[src/rtl/stepper_pkg.sv]
// Shared definitions for the STEP/DIR pulse generator: FSM states,
// default driver timing and direction encoding.
package stepper_pkg;

    typedef enum logic [1:0] {
        IDLE      = 2'd0,
        DIR_WAIT  = 2'd1,
        STEP_HIGH = 2'd2,
        STEP_LOW  = 2'd3
    } step_state_t;

    // Default driver timing in clk cycles (50 MHz clock)
    localparam int PULSE_HIGH_DEF = 100;  // 2 us step high, also minimum low time
    localparam int DIR_SETUP_DEF  = 250;  // 5 us DIR setup before a STEP rise
    localparam int MIN_PERIOD_DEF = 200;  // minimum rise-to-rise interval

    // DIR pin encoding
    localparam logic DIR_UP   = 1'b1;
    localparam logic DIR_DOWN = 1'b0;

    function automatic int max_int(input int a, input int b);
        return (a > b) ? a : b;
    endfunction

endpackage

[src/rtl/step_interval_counter.sv]
// Loadable down-counter timing the step-high, step-low and dir-setup
// intervals. A value L loaded on one edge raises done during the L-th
// following cycle, so the consumer switches state exactly L edges later.
module step_interval_counter #(
    parameter int WIDTH = 17
) (
    input  logic             clk,
    input  logic             rst_n,
    input  logic             tick,
    input  logic             load,
    input  logic [WIDTH-1:0] load_val,
    output logic [WIDTH-1:0] count,
    output logic             done
);

    // Reload on request, otherwise count down and park at zero
    always_ff @(posedge clk or negedge rst_n) begin
        if (!rst_n) begin
            count <= '0;
        end else if (load) begin
            count <= load_val;
        end else if (tick && (count != '0)) begin
            count <= count - WIDTH'(1);
        end
    end

    assign done = tick && (count == WIDTH'(1));

endmodule

[src/rtl/step_pulse_gen.sv]
// STEP/DIR pulse generator between the tracking controller and the
// stepper driver IC. Guarantees step high/low widths, DIR setup before
// a rise and a minimum rise-to-rise period; keeps a signed step count.
module step_pulse_gen
    import stepper_pkg::*;
#(
    parameter int WIDTH_WORK = 16,
    parameter int WIDTH_POS  = 32,
    parameter int PRESCALE   = 1,
    parameter int PULSE_HIGH = PULSE_HIGH_DEF,
    parameter int DIR_SETUP  = DIR_SETUP_DEF,
    parameter int MIN_PERIOD = MIN_PERIOD_DEF
) (
    input  logic                  clk,
    input  logic                  rst_n,
    input  logic                  enable,
    input  logic                  dir,
    input  logic [WIDTH_WORK-1:0] period,
    input  logic                  period_valid,
    input  logic                  pos_clear,
    output logic                  step,
    output logic                  dir_out,
    output logic                  busy,
    output logic [WIDTH_POS-1:0]  position
);

    // Product wide enough that period*PRESCALE never truncates
    localparam int PROD_W = WIDTH_WORK + $clog2(PRESCALE) + 1;
    // Interval counter must hold the longest of eff_period and DIR_SETUP
    localparam int CNT_W  = max_int(PROD_W,
                                    max_int($clog2(DIR_SETUP + 1), $clog2(MIN_PERIOD + 1)));

    step_state_t           state;
    logic [WIDTH_WORK-1:0] period_shadow;
    logic [PROD_W-1:0]     period_prod;
    logic [CNT_W-1:0]      prod_ext;
    logic [CNT_W-1:0]      eff_period;
    logic [CNT_W-1:0]      lat_period;
    logic [CNT_W-1:0]      low_thresh;
    logic [CNT_W-1:0]      cnt;
    logic [CNT_W-1:0]      cnt_load_val;
    logic                  cnt_load;
    logic                  cnt_done;
    logic                  go_ok;
    logic                  at_boundary;
    logic                  take_rise;
    logic                  take_dirwait;
    logic                  end_high;
    logic                  low_min_met;

    // All intervals are counted in clk cycles; the period is pre-scaled
    // by the multiply, so the counter advances every cycle.
    step_interval_counter #(
        .WIDTH (CNT_W)
    ) u_interval (
        .clk      (clk),
        .rst_n    (rst_n),
        .tick     (1'b1),
        .load     (cnt_load),
        .load_val (cnt_load_val),
        .count    (cnt),
        .done     (cnt_done)
    );

    // Capture the requested period; it only takes effect at a step boundary
    always_ff @(posedge clk or negedge rst_n) begin
        if (!rst_n) begin
            period_shadow <= '0;
        end else if (period_valid) begin
            period_shadow <= period;
        end
    end

    // Boundary decision, interval reload selection and low-time check
    always_comb begin
        period_prod  = PROD_W'(period_shadow) * PROD_W'(PRESCALE);
        prod_ext     = CNT_W'(period_prod);
        eff_period   = (prod_ext < CNT_W'(MIN_PERIOD)) ? CNT_W'(MIN_PERIOD) : prod_ext;

        go_ok        = enable && (period_shadow != '0);
        at_boundary  = (state == IDLE) || ((state == STEP_LOW) && cnt_done);
        take_rise    = (at_boundary && go_ok && (dir == dir_out))
                     || ((state == DIR_WAIT) && enable && cnt_done);
        take_dirwait = at_boundary && go_ok && (dir != dir_out);
        end_high     = (state == STEP_HIGH) && cnt_done;

        // Low time reaches PULSE_HIGH when the remaining low count has
        // dropped to lat_period - 2*PULSE_HIGH + 1
        low_thresh   = lat_period - CNT_W'(2 * PULSE_HIGH) + CNT_W'(1);
        low_min_met  = (cnt <= low_thresh);

        cnt_load     = take_rise || take_dirwait || end_high;
        if (take_rise) begin
            cnt_load_val = CNT_W'(PULSE_HIGH);
        end else if (take_dirwait) begin
            cnt_load_val = CNT_W'(DIR_SETUP);
        end else begin
            cnt_load_val = lat_period - CNT_W'(PULSE_HIGH);
        end
    end

    // Step sequencing FSM with registered STEP/DIR pins
    always_ff @(posedge clk or negedge rst_n) begin
        if (!rst_n) begin
            state      <= IDLE;
            step       <= 1'b0;
            dir_out    <= DIR_DOWN;
            lat_period <= '0;
        end else begin
            case (state)
                IDLE: begin
                    if (take_rise) begin
                        state      <= STEP_HIGH;
                        step       <= 1'b1;
                        lat_period <= eff_period;
                    end else if (take_dirwait) begin
                        state      <= DIR_WAIT;
                        dir_out    <= dir;
                        lat_period <= eff_period;
                    end
                end
                DIR_WAIT: begin
                    if (!enable) begin
                        state <= IDLE;
                    end else if (cnt_done) begin
                        state <= STEP_HIGH;
                        step  <= 1'b1;
                    end
                end
                STEP_HIGH: begin
                    if (end_high) begin
                        state <= STEP_LOW;
                        step  <= 1'b0;
                    end
                end
                STEP_LOW: begin
                    if (cnt_done) begin
                        if (take_rise) begin
                            state      <= STEP_HIGH;
                            step       <= 1'b1;
                            lat_period <= eff_period;
                        end else if (take_dirwait) begin
                            state      <= DIR_WAIT;
                            dir_out    <= dir;
                            lat_period <= eff_period;
                        end else begin
                            state <= IDLE;
                        end
                    end else if (!enable && low_min_met) begin
                        state <= IDLE;
                    end
                end
                default: state <= IDLE;
            endcase
        end
    end

    // Signed step count; a clear wins over a coincident step
    always_ff @(posedge clk or negedge rst_n) begin
        if (!rst_n) begin
            position <= '0;
        end else if (pos_clear) begin
            position <= '0;
        end else if (take_rise) begin
            if (dir_out == DIR_UP) begin
                position <= position + WIDTH_POS'(1);
            end else begin
                position <= position - WIDTH_POS'(1);
            end
        end
    end

    assign busy = (state != IDLE);

endmodule
[config.mk]
export PLATFORM = sky130hd
export DESIGN_NAME = step_pulse_gen
export DESIGN_NICKNAME = d
export VERILOG_FILES = /design/src/rtl/stepper_pkg.sv /design/src/rtl/step_interval_counter.sv /design/src/rtl/step_pulse_gen.sv
export SDC_FILE = /design/constraint.sdc
export NUM_CORES = 1
export LEC_CHECK = 0
export CORE_UTILIZATION = 48
export CTS_CLUSTER_SIZE = 14
export DETAILED_ROUTE_END_ITERATION = 12
export PLACE_DENSITY = 0.68
export SLEW_MARGIN = 20
export SYNTH_ARGS = -nofsm -noshare
export SYNTH_HDL_FRONTEND = slang
export SYNTH_HIERARCHICAL = 1
export SYNTH_SLANG_ARGS = --single-unit
[constraint.sdc]
create_clock -name clk -period 4.34 [get_ports clk]
set_input_delay 0.868 -clock clk [delete_from_list [all_inputs] [get_ports clk]]
set_output_delay 0.868 -clock clk [all_outputs]
set_load 0.02 [all_outputs]
==> run_results.csv, run 1 <==
group,metric,value,unit
floorplanning,dieHeight,118,um
detailed_routing,first_pass_iters,5,
power_and_ir_drop,internal_power,2.73,mW
setup_path,critPathMaxStageDelay,0.73,ns
detailed_routing,routed_wl,16200,um
place,place_inst,974,
layout,area_growth,16.0,%
setup_path,cp.required,4.55,ns
clocking,tritoncts,"built",
setup_path,r2r_setup_slack,0.62,ns
sta,max-slew-margin-rel,34.8,%
yosys,ys_top_cells_by_area,"dfrtp_1, ha_1, nand2_1",
global_routing,antenna_found_initial,0,
global_routing,grt_pass1_wl,27200,um
yosys,synth_top_area_share,32.9,%
run,maxCapViolations,0,
power_and_ir_drop,switching_share,47.4,%
sta,drv_slew,0,
yosys,ys_warn_count,6,
sta,fmax,269,MHz
sta,setup_viol,0,
setup_path,crit_type,"flop to flop",
power_and_ir_drop,switchingPower,2.46,mW
power_and_ir_drop,pwr-share-clk,14.8,%
yosys,synth_ff_type,"dfrtp_1",
yosys,synth_edf_count,0,
sta,fin_crit_sh,85.8,%
setup_path,critPathBufInv,1,
detailed_routing,drc,0,
setup_path,slowest_stage,"nor4_1",
yosys,ys_top_cells_by_count,"nand2_1, dfrtp_1, a21oi_1, nor2_1, ha_1",
power_and_ir_drop,peakVddDrop,0.000288,V
floorplanning,die_area,13900,um^2
worst_hold_path,hold_class,"flop to flop",
sta,tightest_slew,0.976,ns
layout,nets,889,
yosys,synth-async-reset-ratio,100,%
place,hpwl,12200,um
setup_path,cp-start-kind,"flop",
detailed_routing,drtAntennaViolNets,0,
clocking,numCtsBuffers,9,
sta,hold_violations,0,
setup_path,r2r-end,"position[31]",
floorplanning,floorplan.core_area,13200,um^2
yosys,netlist_area,6460,um^2
detailed_routing,via_per_inst,5.94,
power_and_ir_drop,power.total,5.18,mW
global_routing,grt_start_max_net_pins,64,
clocking,cts_max_level,3,
place,io_buffers,56,
setup_path,crit_fanout,36,
clocking,clock_path_buffers,2,
clocking,root_buffer,"clkbuf_16",
setup_path,cp-end-kind,"flop",
clocking,cts_sinks,85,
setup_path,cp-startpoint,"u_interval/count[8]",
floorplanning,start_util,48.9,%
place,place_congestion,0.937,
clocking,post_cts_resized,0,
floorplanning,std_cell_rows,42,
yosys,synth_area_leader_cell,"dfrtp_1",
sta,min_period,3.72,ns
sta,finalSetupTns,0,ns
setup_path,crit_end,"position[31]",
power_and_ir_drop,power_frac_seq,27.0,%
clocking,cts_setup_buffers,0,
floorplanning,dieWidth,118,um
clocking,clk_pin_slew_worst_paths,0.07,ns
setup_path,ff2ff_path_depth,12,
detailed_routing,avgRoutedWirePerCell,16.4,um
power_and_ir_drop,p_per_area,692,nW/um^2
layout,stdcell_count,990,
floorplanning,ios,57,
detailed_routing,vias,5879,
layout,post_route_cells_drive_above_1_share,7.49,%
yosys,ys_types,63,
yosys,synth_most_common_cell,"nand2_1",
setup_path,worstPathArrival,3.93,ns
setup_path,critPathTopFamily,"simple AND/OR/NAND/NOR gates",
detailed_routing,drtIter0Drc,552,
global_routing,grt-ovfl-total,0,
sta,grt_setup_unrepaired,"false",
power_and_ir_drop,power.leakage,3.24,nW
yosys,synth.avg_cell_area,8.51,um^2
setup_path,crit_chain,"nor4_1 -> nand3_1 -> nor4b_1 -> buf_4 -> and2_1 -> o211a_1 -> a21boi_4 -> or4_1 -> a21oi_1 -> a311oi_2 -> xor2_1 -> nor2_1",
status,outcome,"complete, no violations",
layout,antennaDiodeCount,0,
global_routing,grtUsageTotal,24.2,%
yosys,ys_seq_area_share,32.9,%
setup_path,rr_startpoint,"u_interval/count[8]",
sta,finClkSkew,0.0135,ns
power_and_ir_drop,combPwrFrac,58.2,%
global_routing,grt_pass1_vias,5636,
clocking,cts_hold_buf,0,
clocking,clk-insertion-delay-late,0.36,ns
yosys,yosys_register_bits,85,
setup_path,cp_num_cells,12,
yosys,synthCells,759,
worst reg2reg max path, delay by kind of cell (launching register included):
kind | cells | cell delay (ns)
compound gates | 4 | 0.70
simple gates | 6 | 2.08
buf+inv | 1 | 0.19
xor+xnor | 1 | 0.15
flops | 1 | 0.46
final cells by class:
| type | instances | area, um^2 |
|---|---|---|
| Fill cell | 1179 | 5700 |
| Multi-Input combinational cell | 623 | 4140 |
| Sequential cell | 85 | 2130 |
| Timing Repair Buffer | 64 | 618 |
| Clock buffer | 10 | 229 |
| Tap cell | 176 | 220 |
| Inverter | 26 | 97.6 |
| Clock inverter | 6 | 53.8 |
registers in the layout, indices dropped and copies added (netlist names):
| register | flops |
|---|---|
| dir_out | 1 |
| lat_period | 16 |
| state | 2 |
| period_shadow | 16 |
| u_interval/count | 17 |
| position | 32 |
| step | 1 |
routing by layer:
| metal | vias to the layer above | share of wire (%) | GRT usage (%) |
|---|---|---|---|
| met5 | - | 0 | 0 |
| met4 | 0 | 2.1 | 9.21 |
| met3 | 23 | 5.0 | 3.92 |
| met2 | 191 | 47 | 39.9 |
| met1 | 2806 | 46 | 31.9 |
| li1 | 2859 | - | - |
logic make-up after synthesis:
| family | share of synthesized area, % |
|---|---|
| multiplexers | 4.36 |
| adder cells (fa/ha/maj) | 11.4 |
| XOR/XNOR | 7.19 |
| flip-flops | 32.9 |
| other | 0.0581 |
| AO/OA/AOI/OAI | 19.3 |
| AND/OR/NAND/NOR | 21.4 |
| buffers and inverters | 3.33 |
cell usage in the layout (no fill, tap or decap), types with 4 or more instances in the layout:
| cell type | instances |
|---|---|
| a211oi_1 | 6 |
| a21o_1 | 20 |
| a21oi_1 | 70 |
| a31oi_1 | 13 |
| and2_1 | 6 |
| and3_1 | 6 |
| buf_4 | 9 |
| clkbuf_16 | 9 |
| clkdlybuf4s50_1 | 55 |
| conb_1 | 6 |
| dfrtp_1 | 85 |
| ha_1 | 57 |
| inv_1 | 25 |
| mux2_2 | 25 |
| nand2_1 | 102 |
| nand2b_1 | 4 |
| nand3_1 | 24 |
| nand4_1 | 17 |
| nor2_1 | 59 |
| nor2b_1 | 8 |
| nor3_1 | 17 |
| nor4_1 | 9 |
| o211ai_1 | 7 |
| o21a_1 | 5 |
| o21ai_0 | 41 |
| or3_1 | 4 |
| or4_1 | 17 |
| xnor2_1 | 30 |
| xor2_1 | 23 |
worst min path at each step:
stage / start / to / slack [ns] / cells after the start
global placement: period_shadow[12] / period_shadow[12] / 0.52 / 1
CTS: period_shadow[11] / lat_period[11] / 0.53 / 1
finish: period_shadow[11] / lat_period[11] / 0.53 / 1
floorplan: period_shadow[14] / lat_period[14] / 0.49 / 1
global route: period_shadow[11] / period_shadow[11] / 0.56 / 1
detailed placement: period_shadow[11] / lat_period[11] / 0.52 / 1
power groups by stage:
stage               clock network, mW  registers [mW]  logic [mW]
floorplan                           0            1.33        2.27
global placement                    0            1.38        2.92
global route                    0.812            1.44        3.38
finish                          0.768            1.40        3.02
CTS                             0.783            1.39        3.00
detailed placement                  0            1.41        2.98
per-stage QoR:
| step | hold WS (ns) | setup slack (ns) | instance area, um^2 | util (%) |
|---|---|---|---|---|
| 6_report | 0.528 | 0.617 | 7490 | 56.8 |
| 5_1_grt | 0.556 | 0.274 | 7490 | 56.8 |
| 4_1_cts | 0.533 | 0.644 | 7480 | 56.7 |
| 3_5_place_dp | 0.524 | 0.656 | 7200 | 54.6 |
| 3_3_place_gp | 0.521 | 0.782 | 7200 | 54.6 |
| 2_1_floorplan | 0.490 | 0.771 | 6470 | - |
(Power assumes the default switching activity.)
==> inputs of run 2 (changes only) <==
--- a/config.mk
+++ b/config.mk
@@ -5,9 +5,11 @@
 export SDC_FILE = /design/constraint.sdc
 export NUM_CORES = 1
 export LEC_CHECK = 0
+export CORE_ASPECT_RATIO = 1.25
 export CORE_UTILIZATION = 48
 export CTS_CLUSTER_SIZE = 14
 export DETAILED_ROUTE_END_ITERATION = 12
+export HOLD_SLACK_MARGIN = 0.08
 export PLACE_DENSITY = 0.68
 export SLEW_MARGIN = 20
 export SYNTH_ARGS = -nofsm -noshare
==> run 2 against run 1 <==
Clock skew down 0.0080 ns. Design area increased by 0.65%. Worst setup slack got worse by 0.019 ns. Count of clock-buffer cells in the layout is 1 higher. Maximum frequency decreased by 0.50%. Combinational power barely moved. Critical path depth did not move. Via count is 1.8% lower. Critical path type unchanged. Critical endpoint unchanged.
==> run_results.csv, run 2 (synthesis results as in run 1) <==
group,metric,value,unit
status,outcome,"complete, no violations",
layout,post_route_cells_drive_above_1_share,7.70,%
sta,max-slew-margin-rel,39.9,%
detailed_routing,top_layer,"met4",
place,place_congestion,0.910,
place,io_buffers,56,
layout,final_cell_mix,"nand2_1, dfrtp_1, a21oi_1",
setup_path,cp-start-kind,"flop",
sta,grt_setup_unrepaired,"false",
clocking,cts_sinks,85,
worst_hold_path,holdPathStages,2,
detailed_routing,dr_wl_met3,447,um
sta,finClkSkew,0.00548,ns
layout,antennaDiodeCount,0,
setup_path,cp-end-kind,"flop",
clocking,root_buffer,"clkbuf_16",
power_and_ir_drop,internal_power,2.85,mW
detailed_routing,routed_wl,15900,um
power_and_ir_drop,switchingPower,2.39,mW
power_and_ir_drop,power.leakage,3.28,nW
layout,largest-register,"position",
place,postPlaceCellArea,7230,um^2
floorplanning,start_util,49.0,%
detailed_routing,vias,5775,
sta,setup_viol,0,
floorplanning,std_cell_rows,47,
setup_path,rr_startpoint,"dir_out",
sta,tightest_slew,0.893,ns
global_routing,grt_pass1_vias,5723,
setup_path,r2r-end,"position[31]",
detailed_routing,met2WireLength,8420,um
sta,fin_crit_sh,86.2,%
worst_hold_path,worstHoldStart,"step",
clocking,post_cts_resized,0,
layout,largest_reg_flops,32,
layout,area_growth,16.7,%
clocking,clk_pin_slew_worst_paths,0.06,ns
sta,fmax,267,MHz
setup_path,crit_type,"flop to flop",
clocking,cts_max_level,3,
detailed_routing,via_per_inst,5.84,
worst_hold_path,hold_end,"step",
detailed_routing,first_pass_iters,5,
run,maxCapViolations,0,
setup_path,r2r_setup_slack,0.60,ns
sta,finalSetupTns,0,ns
floorplanning,floorplan.core_area,13200,um^2
sta,hold_violations,0,
layout,reg_top3,"position (32), u_interval/count (17)",
layout,nFillCells,1206,
power_and_ir_drop,p_per_area,695,nW/um^2
global_routing,antenna_found_initial,0,
sta,min_period,3.74,ns
power_and_ir_drop,power_frac_seq,26.5,%
floorplanning,ios,57,
setup_path,worstPathArrival,3.95,ns
detailed_routing,drtAntennaViolNets,0,
power_and_ir_drop,peakVddDrop,0.000286,V
setup_path,cp.required,4.55,ns
clocking,clk-insertion-delay-late,0.34,ns
global_routing,grt-ovfl-total,0,
global_routing,grt_start_max_net_pins,64,
power_and_ir_drop,switching_share,45.7,%
detailed_routing,drtIter0Drc,384,
setup_path,crit_fanout,18,
power_and_ir_drop,power.total,5.24,mW
floorplanning,die_area,13900,um^2
clocking,tritoncts,"built",
sta,finalWorstSetupSlack,0.598,ns
global_routing,grt_pass1_wl,26800,um
clocking,numCtsBuffers,9,
sta,drv_slew,0,
clocking,clock_path_buffers,2,
layout,final_area,7540,um^2
setup_path,ff2ff_path_depth,12,
layout,nets,894,
place,post-place-ws,0.629,ns
floorplanning,dieHeight,132,um
detailed_routing,met1_length,6590,um
detailed_routing,drc,0,
clocking,cts_hold_buf,0,
power_and_ir_drop,pwr-share-clk,15.7,%
place,hpwl,12100,um
detailed_routing,avgRoutedWirePerCell,16.1,um
power_and_ir_drop,combPwrFrac,57.8,%
clocking,cts_setup_buffers,0,
floorplanning,dieWidth,106,um
layout,final_common_cell,"nand2_1",
global_routing,grtUsageTotal,23.9,%
worst_hold_path,hold_class,"flop to flop",
-- run 2: area by class of cell --
cell class                 instances  area, um^2  share of cell area, %
timing repair buffer              69         656                   8.70
sequential                        85        2130                   28.2
tap                              171         214                   2.84
multi-input combinational        623        4140                   54.9
clock buffer                      11         233                   3.09
clock inverter                     4        73.8                  0.979
inverter                          26        97.6                   1.29
-- run 2: layer usage --
metal  up-vias  GRT usage [%]
met3        38           3.08
li1       2866              -
met4         0           9.49
met1      2741           27.1
met5         -              0
met2       130           44.7
-- run 2: worst max path at each step --
stage             from      endpoint  slack [ns]  cells past startpoint
5_1_grt        dir_out  position[31]        0.31                     12
3_3_place_gp   dir_out  position[31]        0.67                     12
6_report       dir_out  position[31]        0.60                     12
4_1_cts        dir_out  position[31]        0.61                     12
3_5_place_dp   dir_out  position[31]        0.63                     12
2_1_floorplan  dir_out  position[24]        0.77                     13
-- run 2: critical path: stages, from the launching register on --
cell and delay (ns):
dfrtp_1 0.58, inv_1 0.43, ha_1 0.50, o211ai_1 0.11, o21ai_0 0.44, o2111ai_1 0.23
o211ai_1 0.28, nor2_1 0.13, o21ai_1 0.34, a21oi_1 0.14, a311oi_2 0.22, xor2_1 0.16
nor2_1 0.05
-- run 2: power by group through the flow --
stage | registers [mW] | clock network [mW] | logic [mW]
after floorplan | 1.33 | 0 | 2.27
after global placement | 1.38 | 0 | 2.93
after detailed placement | 1.40 | 0 | 3.01
after CTS | 1.39 | 0.841 | 3.03
after global routing | 1.43 | 0.865 | 3.39
final | 1.39 | 0.821 | 3.03
-- run 2: stage by stage --
stage	utilization [%]	hold slack, ns	cells
final	57.2	0.521	989
after global routing	57.2	0.534	989
after CTS	57.2	0.519	989
after detailed placement	54.9	0.509	974
after global placement	54.9	0.504	974
after floorplan	-	0.490	764
